==> src/rtl/vred_bitwise_seq_unit.sv <==
// ---------------------------------------------------------------------------
// vred_bitwise_seq_unit
// Multi-beat vector reduction unit (vredand / vredor / vredxor, optional
// min/max). Each accepted beat carries LANES elements; active lanes are folded
// by a balanced tree and the beat result is folded into an accumulator seeded
// from the scalar operand. One scalar result is emitted per vector.
//
// Build option:
//   VRED_MINMAX_EN  defined   -> opSel 1xx performs MINU/MAXU/MIN/MAX
//                   undefined -> no comparators; opSel 1xx behaves as pass
//
// Handshake rules (both ports): a transfer happens on a rising clock edge
// where valid and ready are both high. Once out_valid is high, out_data stays
// stable until the transfer completes. in_ready is registered and is low
// during reset, while a result waits in DONE, and in the first cycle after
// reset release.
// ---------------------------------------------------------------------------
module vred_bitwise_seq_unit #(
    parameter int DATA_WIDTH  = 32,
    parameter int LANES       = 4,
    parameter int OPSEL_WIDTH = 3
) (
    input  logic                        clk,
    input  logic                        rst,
    input  logic                        in_valid,
    output logic                        in_ready,
    input  logic                        in_first,
    input  logic                        in_last,
    input  logic [LANES*DATA_WIDTH-1:0] in_data,
    input  logic [LANES-1:0]            in_mask,
    input  logic [DATA_WIDTH-1:0]       in_scalar,
    input  logic [OPSEL_WIDTH-1:0]      in_opSel,
    output logic                        out_valid,
    input  logic                        out_ready,
    output logic [DATA_WIDTH-1:0]       out_data,
    output logic [1:0]                  dbg_state
);

    // FSM encoding
    localparam logic [1:0] IDLE  = 2'b00;
    localparam logic [1:0] ACCUM = 2'b01;
    localparam logic [1:0] DONE  = 2'b10;

    // Opcode encoding (bits [2:0] of in_opSel)
    localparam logic [2:0] OP_PASS = 3'b000;
    localparam logic [2:0] OP_AND  = 3'b001;
    localparam logic [2:0] OP_OR   = 3'b010;
    localparam logic [2:0] OP_XOR  = 3'b011;
`ifdef VRED_MINMAX_EN
    localparam logic [2:0] OP_MINU = 3'b100;
    localparam logic [2:0] OP_MAXU = 3'b101;
    localparam logic [2:0] OP_MIN  = 3'b110;
    localparam logic [2:0] OP_MAX  = 3'b111;
`endif

    localparam int LVLS = $clog2(LANES);

    // Map the raw opcode to the operation actually performed. Without the
    // min/max group the whole 1xx space collapses onto pass.
    function automatic logic [2:0] norm_op(input logic [2:0] sel);
`ifdef VRED_MINMAX_EN
        return sel;
`else
        return sel[2] ? OP_PASS : sel;
`endif
    endfunction

    // Identity element substituted for masked lanes.
    function automatic logic [DATA_WIDTH-1:0] op_ident(input logic [2:0] op);
        logic [DATA_WIDTH-1:0] r;
        r = '0;
        case (op)
            OP_AND:  r = '1;
`ifdef VRED_MINMAX_EN
            OP_MINU: r = '1;
            OP_MIN:  r = {1'b0, {(DATA_WIDTH-1){1'b1}}};
            OP_MAX:  r = {1'b1, {(DATA_WIDTH-1){1'b0}}};
`endif
            default: r = '0;
        endcase
        return r;
    endfunction

    // Two-operand combine; pass keeps the left operand so that beats never
    // disturb a pass accumulator.
    function automatic logic [DATA_WIDTH-1:0] op2(input logic [DATA_WIDTH-1:0] a,
                                                  input logic [DATA_WIDTH-1:0] b,
                                                  input logic [2:0]            op);
        logic [DATA_WIDTH-1:0] r;
        r = a;
        case (op)
            OP_AND:  r = a & b;
            OP_OR:   r = a | b;
            OP_XOR:  r = a ^ b;
`ifdef VRED_MINMAX_EN
            OP_MINU: r = (a < b) ? a : b;
            OP_MAXU: r = (a > b) ? a : b;
            OP_MIN:  r = ($signed(a) < $signed(b)) ? a : b;
            OP_MAX:  r = ($signed(a) > $signed(b)) ? a : b;
`endif
            default: r = a;
        endcase
        return r;
    endfunction

    logic [1:0]            state_q, state_d;
    logic [DATA_WIDTH-1:0] acc_q, acc_d;
    logic [2:0]            op_q, op_d;
    logic [DATA_WIDTH-1:0] out_data_q, out_data_d;
    logic                  ready_q;

    logic [2:0]            first_op;
    logic [2:0]            beat_op;
    logic                  beat_fire;
    logic [DATA_WIDTH-1:0] beat_red;

    assign first_op  = norm_op(in_opSel[2:0]);
    // A beat carrying in_first starts a new vector, so it is reduced with the
    // new opcode rather than the latched one.
    assign beat_op   = in_first ? first_op : op_q;
    assign beat_fire = in_valid & ready_q;

    // Balanced reduction tree: level 0 holds masked lanes, each further level
    // halves the node count until a single root remains.
    for (genvar l = 0; l <= LVLS; l++) begin : g_lvl
        logic [DATA_WIDTH-1:0] node [LANES>>l];
        for (genvar n = 0; n < (LANES >> l); n++) begin : g_node
            if (l == 0) begin : g_leaf
                assign node[n] = in_mask[n] ? in_data[n*DATA_WIDTH +: DATA_WIDTH]
                                            : op_ident(beat_op);
            end else begin : g_comb
                assign node[n] = op2(g_lvl[l-1].node[2*n], g_lvl[l-1].node[2*n+1], beat_op);
            end
        end
    end

    assign beat_red = g_lvl[LVLS].node[0];

    // Next-state logic for the FSM, accumulator and result register
    always_comb begin
        state_d    = state_q;
        acc_d      = acc_q;
        op_d       = op_q;
        out_data_d = out_data_q;
        case (state_q)
            IDLE: begin
                if (beat_fire && in_first) begin
                    acc_d   = op2(in_scalar, beat_red, first_op);
                    op_d    = first_op;
                    state_d = in_last ? DONE : ACCUM;
                end
            end
            ACCUM: begin
                if (beat_fire) begin
                    if (in_first) begin
                        // Abandon the partial vector and reseed.
                        acc_d = op2(in_scalar, beat_red, first_op);
                        op_d  = first_op;
                    end else begin
                        acc_d = op2(acc_q, beat_red, op_q);
                    end
                    state_d = in_last ? DONE : ACCUM;
                end
            end
            DONE: begin
                if (out_ready) begin
                    state_d = IDLE;
                end
            end
            default: state_d = IDLE;
        endcase
        // The visible result only changes on entry to DONE.
        if ((state_q != DONE) && (state_d == DONE)) begin
            out_data_d = acc_d;
        end
    end

    // State registers with asynchronous active-low reset
    always_ff @(posedge clk or negedge rst) begin
        if (!rst) begin
            state_q    <= IDLE;
            acc_q      <= '0;
            op_q       <= OP_PASS;
            out_data_q <= '0;
            ready_q    <= 1'b0;
        end else begin
            state_q    <= state_d;
            acc_q      <= acc_d;
            op_q       <= op_d;
            out_data_q <= out_data_d;
            ready_q    <= (state_d != DONE);
        end
    end

    assign in_ready  = ready_q;
    assign out_valid = (state_q == DONE);
    assign out_data  = out_data_q;
    assign dbg_state = state_q;

endmodule

==> config.mk <==
export PLATFORM = sky130hd
export DESIGN_NAME = vred_bitwise_seq_unit
export DESIGN_NICKNAME = d
export VERILOG_FILES = /design/src/rtl/vred_bitwise_seq_unit.sv
export SDC_FILE = /design/constraint.sdc
export NUM_CORES = 1
export LEC_CHECK = 0
export ABC_AREA = 1
export CORE_UTILIZATION = 55
export CTS_CLUSTER_DIAMETER = 150
export DETAILED_ROUTE_END_ITERATION = 8
export GPL_TIMING_DRIVEN = 0
export PLACE_DENSITY = 0.85
export SETUP_SLACK_MARGIN = 0.4
export SYNTH_ARGS = -nofsm -noshare
export SYNTH_HDL_FRONTEND = slang
export SYNTH_SLANG_ARGS = --single-unit
==> constraint.sdc <==
create_clock -name clk -period 4 [get_ports clk]
set_input_delay 1.2 -clock clk [delete_from_list [all_inputs] [get_ports clk]]
set_output_delay 1.2 -clock clk [all_outputs]
set_load 0.005 [all_outputs]
==> metrics.txt, run 1 <==
status=finished with violations; failing checks=setup timing; first-pass GRT wire length=98.2 mm; crit path DAT=around 4700 ps; synth-to-layout area growth=43.2%; placed cells=3439; largest area contributor in the netlist=ha_1; WL/cell=19.6 µm; #FFs+latches synth=70; Hold Crit Endpoint=out_data[28]$_DFFE_PN0P_; I/O pins=between 200 and 250; Syn Area/Cell=5.80 µm²; hold slack=473 ps; critical path required time=4240 ps; share of the synthesized area in the top cell type=between 20 and 25%; Area contributors post-synth=ha_1 (24%), inv_1 (14%), nand2_1 (14%), dfrtp_1 (11%), nor2_1 (8.1%); DRC violations left=0; Die H=175 µm; Static Leak=0.0123 µW; Root Buffer=clkbuf_16; vias in the first global route=19200; Rel. slew slack=26.5%; VDD IR max=0.000318 V; Synth async-reset ratio=100%; HP Class=flop to flop; GRT overflow=0; R2R depth=26; die span in x=175 µm; Tcrit/Tclk final=111%; DP Worst Slack=-1580 ps; reg2reg end=out_data[18]$_DFFE_PN0P_; GPL Wtd Cong=0.959; reg-to-reg setup timing slack=approximately 30 ps; H-tree depth=3; min-delay src=out_data[28]$_DFFE_PN0P_; Slew @ Worst Pin=approximately 1100 ps; RSZ-0062 raised after global routing=true; Clock power frac=7.0%; Post-synth top flop=dfrtp_1; crit-path max FO=10; Non-Filler Instances=between 3000 and 4000; CP Class=input pin to flop; clock slew at reported path FFs=around 60 ps; Synth Instances=2843; Critical R2R Launch=op_q[0]$_DFFE_PN0P_; Pint=between 4000 and 5000 µW; skew final=9.50 ps; DIE AREA=0.0307 mm²; CP Capture Type=flop; switching part of the total=55.4%; largest net degree at the start of global routing=56; Fin. Hold Viols=0; Crit. Startpoint=in_first; max_cap viols=0; Synth top cells by count=inv_1 (634), nand2_1 (634), nor2_1 (355); Pre-antenna DRT Iters=6; net count after synthesis=3336; post-route ant nets=0; synthesized area=0.0165 mm²; clk_lat worst skew=360 ps; Seq pwr share=11.5%; Starting Density=roughly 56%; TritonCTS sink count=70; Gate power share=~82%; crit path time final=4420 ps; # port buffers=205; Final setup viols=64; CTS Buffer Depth=2; DP Wirelength=47.2 mm; Slew Limit Fails=0; Yosys Warn Count=0; core area=0.0296 mm²; CP Launch Type=input pin; Core Rows=63; Final #Nets=3606; CTS tree=yes; final WL=68.8 mm; worst setup margin=-421 ps; Sw Pwr=6040 µW; initial drt markers=2039; Seq/Total Area, Yosys=between 10% and 20%; initial antenna violation count=0; WHS Path Cells=2; via/cell ratio=5.86; Max Fclk=between 0.2 and 0.25 GHz; Netlist cell types=30; layout cells sized above 1=28.7%; Power Dens Cells=between 400 and 500 mW/mm²; via count=between 20000 and 25000; GR Util All Layers=between 40% and 50%; fin util=between 70% and 80%; Post-synth EDFFs=0; # diodes=0; CTS Buf Count=9
-- how the worst max path moves through the flow --
stage	end	slack, ps
3_5_place_dp	acc_q[10]$_DFF_PN0_	-1580
3_3_place_gp	acc_q[10]$_DFF_PN0_	-1490
2_1_floorplan	acc_q[14]$_DFF_PN0_	-150
5_1_grt	out_data[10]$_DFFE_PN0P_	-580
4_1_cts	acc_q[12]$_DFF_PN0_	-240
6_report	out_data[18]$_DFFE_PN0P_	-420
-- repair_timing --
| item | 4_1_cts | 5_1_grt |
|---|---|---|
| hold endpoints to repair | 0 | 0 |
| pin swaps | 121 | 343 |
| hold buffers | 0 | 0 |
| cloned | 4 | 3 |
| setup buffers | 19 | 28 |
| endpoints found under the setup margin | 64 | 64 |
| gates resized for setup | 406 | 516 |
-- logic make-up (layout without fill, tap and decap cells) --
logic type,Yosys count,in the layout,share of synthesized area [%]
and+or+nand+nor,1265,1265,32.2
adders and majority gates,320,320,24.3
AOI/OAI and AO/OA,362,362,13.0
DFF,70,70,10.6
buffers and inverters,826,1100,19.9
-- cells in the final DEF, fill, tap and decap left out, types with 6 or more instances in the layout --
| cell | netlist | layout |
|---|---|---|
| a21oi_1 | 84 | 47 |
| a21oi_2 | 0 | 31 |
| a21oi_4 | 0 | 6 |
| and2_1 | 32 | 23 |
| and2_4 | 0 | 9 |
| buf_12 | 0 | 9 |
| buf_2 | 50 | 37 |
| buf_4 | 23 | 65 |
| buf_6 | 3 | 17 |
| clkbuf_1 | 75 | 54 |
| clkbuf_16 | 0 | 17 |
| clkbuf_2 | 0 | 6 |
| clkdlybuf4s50_1 | 0 | 203 |
| dfrtp_1 | 70 | 70 |
| ha_1 | 320 | 198 |
| ha_2 | 0 | 30 |
| ha_4 | 0 | 92 |
| inv_1 | 634 | 534 |
| inv_2 | 32 | 128 |
| nand2_1 | 634 | 503 |
| nand2_2 | 4 | 94 |
| nand2_4 | 0 | 37 |
| nand3_1 | 126 | 109 |
| nand3_2 | 0 | 17 |
| nand4_1 | 108 | 108 |
| nor2_1 | 355 | 252 |
| nor2_2 | 0 | 88 |
| nor2_4 | 2 | 17 |
| o211ai_1 | 36 | 36 |
| o211ai_2 | 28 | 28 |
| o21ai_0 | 155 | 11 |
| o21ai_1 | 52 | 65 |
| o21ai_2 | 3 | 75 |
| o21ai_4 | 1 | 60 |
-- routing by layer --
layer	vias up	GRT usage, %	wire length, µm
met5	-	0	0
met4	0	27.0	5780
met3	400	5.42	6020
met2	1294	69.2	31600
met1	9584	48.3	25400
li1	9266	-	-
-- worst max-delay path, stage by stage --
cell      delay [ps]
buf_12           100
clkinv_8          50
buf_12           130
o21ai_4          150
nand3_4          170
buf_6            180
buf_4            140
buf_4            190
buf_2            220
o211ai_1         200
inv_1            130
nor2_4           240
ha_1             270
nand2_1           70
nand2_1           50
inv_1             60
nand2_1           60
nand2_2          110
ha_4             210
nand4_1           80
nand2_1           70
nor2_1           140
nand2_1           70
nand2_1           90
nand2_2           70
nand3_2          140
nand2_1           60
-- power by group through the flow --
stage	Clock, µW	Sequential (µW)	Combinational [µW]
2_1_floorplan	0	1220	4230
3_3_place_gp	0	1230	6150
3_5_place_dp	0	1250	6420
4_1_cts	759	1240	7290
5_1_grt	777	1280	9670
6_report	766	1250	8890
-- sequential cells by signal (all words and copies together), names as in the netlist --
signal / cells
acc_q: 32
out_data: 32
op_q: 3
dbg_state: 2
in_ready: 1
-- layout make-up --
class / instances / area [µm²]
multi-input combinational: 1947 / 14800
clock buffer: 10 / 229
sequential: 70 / 1750
inverter: 667 / 2530
buffer: 158 / 1090
fill: 2063 / 5960
tap: 390 / 488
timing repair buffer: 260 / 2670
clock inverter: 5 / 27.5
-- per-stage QoR --
step | TNS [ps] | power (µW) | cell area [µm²]
finish | -18500 | 10900 | 23600
CTS | -11120 | 9290 | 21300
global route | -28900 | 11700 | 23600
floorplan | -7640 | 5450 | 16900
global placement | -143700 | 7380 | 19400
detailed placement | -90500 | 7670 | 19400
(Power assumes the default switching activity.)
==> inputs of run 2 (changes only) <==
==> constraint.sdc (replaced) <==
create_clock -name clk -period 4 [get_ports clk]
set_input_delay 1.2 -clock clk [delete_from_list [all_inputs] [get_ports clk]]
set_output_delay 1.2 -clock clk [all_outputs]
set_load 0.01 [all_outputs]
==> results of run 2 <==
Same layout as run 1 (identical final DEF). Status: finished with violations: setup timing.
Main changes from that run: total power 10900 µW -> 11000 µW
